**config.mk**
```make
export PLATFORM = sky130hd
export DESIGN_NAME = manchester_encoder_framed
export DESIGN_NICKNAME = d
export VERILOG_FILES = /design/src/rtl/manch_tx_pkg.sv /design/src/rtl/manch_halfbit_timer.sv /design/src/rtl/manchester_encoder_framed.sv
export SDC_FILE = /design/constraint.sdc
export NUM_CORES = 1
export LEC_CHECK = 0
export CAP_MARGIN = 20
export CORE_UTILIZATION = 57
export DETAILED_ROUTE_END_ITERATION = 10
export PLACE_DENSITY = 0.92
export SLEW_MARGIN = 20
export SYNTH_ARGS = -nofsm -noshare
export SYNTH_HDL_FRONTEND = slang
export SYNTH_HIERARCHICAL = 1
export SYNTH_SLANG_ARGS = --single-unit
```
**constraint.sdc**
```tcl
create_clock -name clk_240m -period 4.1 [get_ports clk_240m]
set_input_delay 0.82 -clock clk_240m [delete_from_list [all_inputs] [get_ports clk_240m]]
set_output_delay 0.82 -clock clk_240m [all_outputs]
set_load 0.01 [all_outputs]
```
**src/rtl/manch_tx_pkg.sv**
```systemverilog
// manch_tx_pkg: shared types and constants for the framed Manchester transmitter.
//   state_e            - transmitter FSM states
//   PREAMBLE_START_BIT - value of the first preamble bit (pattern alternates)
//   LINE_IDLE          - level driven on manch_out outside preamble/data
//   max3()             - elaboration-time helper for counter sizing
package manch_tx_pkg;

  typedef enum logic [1:0] {
    IDLE,
    PREAMBLE,
    DATA,
    GAP
  } state_e;

  localparam logic PREAMBLE_START_BIT = 1'b1;
  localparam logic LINE_IDLE          = 1'b0;

  function automatic int max3(input int a, input int b, input int c);
    int m;
    m = (a > b) ? a : b;
    return (m > c) ? m : c;
  endfunction

endpackage

```
**src/rtl/manch_halfbit_timer.sv**
```systemverilog
// manch_halfbit_timer: half-cycle counter for Manchester bit cells.
//   clk_i       in   clock
//   rst_ni      in   synchronous active-low reset
//   clr_i       in   force counter and half-select to 0 on the next edge
//   half_sel_o  out  0 = first half of the cell, 1 = second half
//   half_end_o  out  last cycle of the current half
//   cell_end_o  out  last cycle of the second half (end of the bit cell)
module manch_halfbit_timer #(
  parameter int HALF_BIT_CYC = 3
) (
  input  logic clk_i,
  input  logic rst_ni,
  input  logic clr_i,
  output logic half_sel_o,
  output logic half_end_o,
  output logic cell_end_o
);

  localparam int HCW = (HALF_BIT_CYC > 1) ? $clog2(HALF_BIT_CYC) : 1;
  localparam logic [HCW-1:0] HC_LAST = HCW'(HALF_BIT_CYC - 1);

  logic [HCW-1:0] hcnt_q, hcnt_d;
  logic           half_q, half_d;

  assign half_end_o = (hcnt_q == HC_LAST);
  assign cell_end_o = half_end_o & half_q;
  assign half_sel_o = half_q;

  always_comb begin
    hcnt_d = half_end_o ? '0 : hcnt_q + HCW'(1);
    half_d = half_end_o ? ~half_q : half_q;
    if (clr_i) begin
      hcnt_d = '0;
      half_d = 1'b0;
    end
  end

  always_ff @(posedge clk_i) begin
    if (!rst_ni) begin
      hcnt_q <= '0;
      half_q <= 1'b0;
    end else begin
      hcnt_q <= hcnt_d;
      half_q <= half_d;
    end
  end

endmodule

```
**src/rtl/manchester_encoder_framed.sv**
```systemverilog
// manchester_encoder_framed: valid/ready word stream to framed Manchester line code
// (preamble, MSB-first words, idle gap). Logic 1 = high-then-low cell.
//   clk_240m   in   clock
//   rst_n      in   synchronous active-low reset
//   s_data     in   word to send
//   s_last     in   word is the final word of the frame
//   s_valid    in   s_data/s_last valid
//   s_ready    out  word accepted when s_valid && s_ready
//   manch_out  out  registered line output
//   manch_oe   out  registered driver enable (preamble and data only)
//   busy       out  FSM not idle
//   underrun   out  one-cycle pulse when a frame is aborted for lack of data
//
// state    | meaning
// IDLE     | waiting for the first word of a frame, s_ready high
// PREAMBLE | sending the alternating 1,0,1,0... preamble
// DATA     | shifting the latched word out MSB first
// GAP      | line idle, driver off, before returning to IDLE
module manchester_encoder_framed
  import manch_tx_pkg::*;
#(
  parameter int HALF_BIT_CYC  = 3,
  parameter int DATA_W        = 16,
  parameter int PREAMBLE_BITS = 8,
  parameter int GAP_BITS      = 2
) (
  input  logic              clk_240m,
  input  logic              rst_n,
  input  logic [DATA_W-1:0] s_data,
  input  logic              s_last,
  input  logic              s_valid,
  output logic              s_ready,
  output logic              manch_out,
  output logic              manch_oe,
  output logic              busy,
  output logic              underrun
);

  localparam int BCW = $clog2(max3(DATA_W, PREAMBLE_BITS, GAP_BITS) + 1);
  localparam logic [BCW-1:0] PRE_LAST  = BCW'(PREAMBLE_BITS - 1);
  localparam logic [BCW-1:0] DATA_LAST = BCW'(DATA_W - 1);
  localparam logic [BCW-1:0] GAP_LAST  = BCW'(GAP_BITS - 1);

  state_e            state_q, state_d;
  logic [BCW-1:0]    bit_q, bit_d;
  logic [DATA_W-1:0] shift_q, shift_d;
  logic              last_q, last_d;
  logic              underrun_q, underrun_d;
  logic              out_q, oe_q;
  logic              line_d, oe_d;

  logic clr, half_sel, half_end, cell_end, half_nxt, word_end;

  manch_halfbit_timer #(
    .HALF_BIT_CYC(HALF_BIT_CYC)
  ) u_timer (
    .clk_i      (clk_240m),
    .rst_ni     (rst_n),
    .clr_i      (clr),
    .half_sel_o (half_sel),
    .half_end_o (half_end),
    .cell_end_o (cell_end)
  );

  assign word_end = (state_q == DATA) && cell_end && (bit_q == DATA_LAST);
  assign s_ready  = rst_n && ((state_q == IDLE) || word_end);
  assign busy     = rst_n && (state_q != IDLE);
  assign clr      = (state_d != state_q) || (state_q == IDLE);
  // Half-select of the next cycle; the output register is loaded from the
  // next-state view so the line lines up with the state on the same cycle.
  assign half_nxt = clr ? 1'b0 : (half_sel ^ half_end);

  assign manch_out = out_q;
  assign manch_oe  = oe_q;
  assign underrun  = underrun_q;

  always_comb begin
    state_d    = state_q;
    bit_d      = bit_q;
    shift_d    = shift_q;
    last_d     = last_q;
    underrun_d = 1'b0;
    unique case (state_q)
      IDLE: begin
        if (s_valid && s_ready) begin
          shift_d = s_data;
          last_d  = s_last;
          bit_d   = '0;
          state_d = PREAMBLE;
        end
      end
      PREAMBLE: begin
        if (cell_end) begin
          if (bit_q == PRE_LAST) begin
            bit_d   = '0;
            state_d = DATA;
          end else begin
            bit_d = bit_q + BCW'(1);
          end
        end
      end
      DATA: begin
        if (word_end) begin
          bit_d = '0;
          if (s_valid) begin
            shift_d = s_data;
            last_d  = s_last;
          end else begin
            underrun_d = ~last_q;
            state_d    = GAP;
          end
        end else if (cell_end) begin
          bit_d   = bit_q + BCW'(1);
          shift_d = shift_q << 1;
        end
      end
      GAP: begin
        if (cell_end) begin
          if (bit_q == GAP_LAST) begin
            bit_d   = '0;
            state_d = IDLE;
          end else begin
            bit_d = bit_q + BCW'(1);
          end
        end
      end
      default: state_d = IDLE;
    endcase
  end

  // Second half of a cell is the complement of the first: b ^ half.
  always_comb begin
    line_d = LINE_IDLE;
    oe_d   = 1'b0;
    case (state_d)
      PREAMBLE: begin
        oe_d   = 1'b1;
        line_d = (PREAMBLE_START_BIT ^ bit_d[0]) ^ half_nxt;
      end
      DATA: begin
        oe_d   = 1'b1;
        line_d = shift_d[DATA_W-1] ^ half_nxt;
      end
      default: ;
    endcase
  end

  always_ff @(posedge clk_240m) begin
    if (!rst_n) begin
      state_q    <= IDLE;
      bit_q      <= '0;
      shift_q    <= '0;
      last_q     <= 1'b0;
      underrun_q <= 1'b0;
      out_q      <= LINE_IDLE;
      oe_q       <= 1'b0;
    end else begin
      state_q    <= state_d;
      bit_q      <= bit_d;
      shift_q    <= shift_d;
      last_q     <= last_d;
      underrun_q <= underrun_d;
      out_q      <= line_d;
      oe_q       <= oe_d;
    end
  end

endmodule

```
==> results_dict.tcl <==
set metrics [dict create \
    fin_crit_ns 3.44 \
    place.gp.congestion 0.908 \
    synth_top_cells_by_area "dfxtp_1 38%, a222oi_1 8.9%, nor2_1 5.7%" \
    multi_input_area_um2 907 \
    area_growth_pct 18.3 \
    p_sw_share_pct 26.1 \
    p_int_mw 0.422 \
    ioPinCount 25 \
    insertion_delay_ns 0.35 \
    cts_made_buffers 5 \
    ctsHoldBuffers 0 \
    drtIter0Drc 84 \
    synth.top_cell.area_share_pct 38.0 \
    hold_path_class "flop to flop" \
    cts_resized 0 \
    post_drt_wl_per_cell_um 16.5 \
    grt_start_max_net_pins 27 \
    yosysWarnings 6 \
    drc 0 \
    seqPwrFrac_pct 54.3 \
    synth_edf_count 0 \
    clock_power_share_pct 33.3 \
    die_area_um2 2980 \
    ys_seq_elements 30 \
    fillers 180 \
    htree_levels 2 \
    diodes 0 \
    grt_pass1_wl_um 5790 \
    antenna_found_initial 0 \
    num_rows 18 \
    critPathKind "primary input to primary output" \
    track_usage_pct 28.0 \
    tritoncts "yes" \
    antenna_left 0 \
    finalMaxSlewViolations 0 \
    place.port_buffers 24 \
    use_met3_pct 8.33 \
    setup-violations-final 0 \
    layout-drive-gt1-share_pct 9.90 \
    arrival_ns 2.62 \
    cts_max_path_buffers 2 \
    grt_setup_unrepaired "no" \
    ys_async_sr_fraction_pct 0 \
    start_util_pct 62.0 \
    grt_pass1_vias 1382 \
    dr.pass1.iters 8 \
    ir_drop_mv 0.263 \
    met2_usage_pct 50.0 \
    vias_per_cell 6.62 \
    drt-total-wl_um 3650 \
    power.density_nw_per_um2 306 \
    top_usage_layer "met2" \
    final_core_util_pct 73.4 \
    nets 217 \
    end_kind "primary output" \
    yosysSeqAreaShare_pct 38.0 \
    cp-start-kind "primary input" \
    stdcell_count 222 \
    syn_nets 194 \
    max_freq_mhz 291 \
    core-area_um2 2540 \
    synth_cell_type_count 57 \
    dp_hpwl_um 2500 \
    fin_skew_ns 0.0184 \
    synth_area_um2 1580 \
    relSlewSlack_pct 41.2 \
    period_share_pct 83.9 \
    final_cell_mix "30 x dfxtp_1, 24 x nor2_1, 24 x clkdlybuf4s50_1, 14 x a222oi_1, 7 x nand2_1" \
    cts_root_buf "clkbuf_4" \
    clk_pin_slew_ns 0.08 \
    p_comb_share_pct 12.4 \
    vias 1469 \
    switching_power_mw 0.149 \
    cts_sinks 30 \
    post-cts-setup-buffers 0 \
    required_ns 3.28 \
    p_leak_nw 0.714 \
    dp_cells 214 \
    layout_commonest_cell "dfxtp_1" \
    drv_cap 0 \
    dieHeight_um 54.6 \
    overflow 0 \
    met1_usage_pct 29.5 \
    synth_flop_cell "dfxtp_1" \
    die_w_um 54.6 \
    hold_viol 0 \
    synthCells 168 \
    tightest_slew_ns 0.878 \
    fin_setup_tns_ns 0 \
    status "finished clean" \
    crit_fanout 26 \
    syn_area_per_cell_um2 9.40 \
    yosys.area.top_type "dfxtp_1" \
    ff_latch_area_um2 601 \
]
-- cell type report --
| cell class | instances | area share (%) |
|---|---|---|
| clock buffer | 7 | 2.95 |
| multi-input combinational | 124 | 48.6 |
| sequential | 30 | 32.2 |
| inverter | 6 | 1.21 |
| timing repair buffer | 24 | 12.9 |
| tap | 30 | 2.01 |
| clock inverter | 1 | 0.268 |
-- worst max-delay path, stage by stage --
cell and delay [ns]:
clkdlybuf4s50_1 0.67, inv_2 0.27, nor3_1 0.27, clkdlybuf4s50_1 0.57
-- power by group through the flow --
stage | sequential (mW) | clock, mW | combinational [mW]
floorplan | 0.314 | 0 | 0.0400
global placement | 0.316 | 0 | 0.0669
detailed placement | 0.316 | 0 | 0.0701
CTS | 0.310 | 0.193 | 0.0704
global route | 0.311 | 0.203 | 0.0771
finish | 0.310 | 0.190 | 0.0708
-- logic make-up (layout without fill, tap and decap cells) --
group | after synthesis | count (layout) | share of synthesized area (%)
adders and majority gates | 6 | 6 | 4.75
AOI/OAI and AO/OA | 46 | 46 | 24.6
and+or+nand+nor | 65 | 65 | 23.6
xor gates and xnor gates | 3 | 3 | 1.66
DFF | 30 | 30 | 38.0
muxes | 4 | 4 | 2.77
buffers and inverters | 14 | 38 | 4.52
-- path summary, 6_finish.rpt --
kind / cells past startpoint / start / end / slack (ns)
worst max-delay path: 4 / rst_n / s_ready / 0.66
worst min-delay path: 1 / u_timer/hcnt_q[0] / u_timer/hcnt_q[0] / 0.45
worst max register to register: 11 / bit_q[0] / manch_out / 1.44
worst min register to register: 1 / u_timer/hcnt_q[0] / u_timer/hcnt_q[0] / 0.45
-- sequential cells by signal, indices dropped and copies added (netlist names) --
name / flops
u_timer/half_sel_o: 1
manch_oe: 1
state_q: 2
shift_q: 16
last_q: 1
manch_out: 1
bit_q: 5
u_timer/hcnt_q: 2
underrun: 1
-- per-stage QoR --
stage	area, um^2	hold slack, ns	power [mW]	worst slack (ns)
after floorplan	1580	0.400	0.354	1.79
after global placement	1810	0.410	0.383	0.782
after detailed placement	1810	0.445	0.386	0.697
after CTS	1870	0.457	0.573	0.688
after global routing	1870	0.484	0.591	0.593
final	1870	0.452	0.571	0.662
-- routing by layer --
layer	routed length, um	part of all wire, %
met5	0	0
met4	92	2.5
met3	252	6.9
met2	1880	52
met1	1420	39
-- synthesized netlist by cell type, types with 3 or more instances --
cell and number:
o21ai_0 3, nand3_1 3, buf_2 3, nand2b_1 3, a31oi_1 4, a21oi_1 4
ha_1 6, and3_1 3, nand2_1 7, a222oi_1 14, dfxtp_1 30, mux2i_1 3
nor3_1 4, inv_1 4, nor2_1 24
Note: power is estimated with default switching activity, not from simulation.
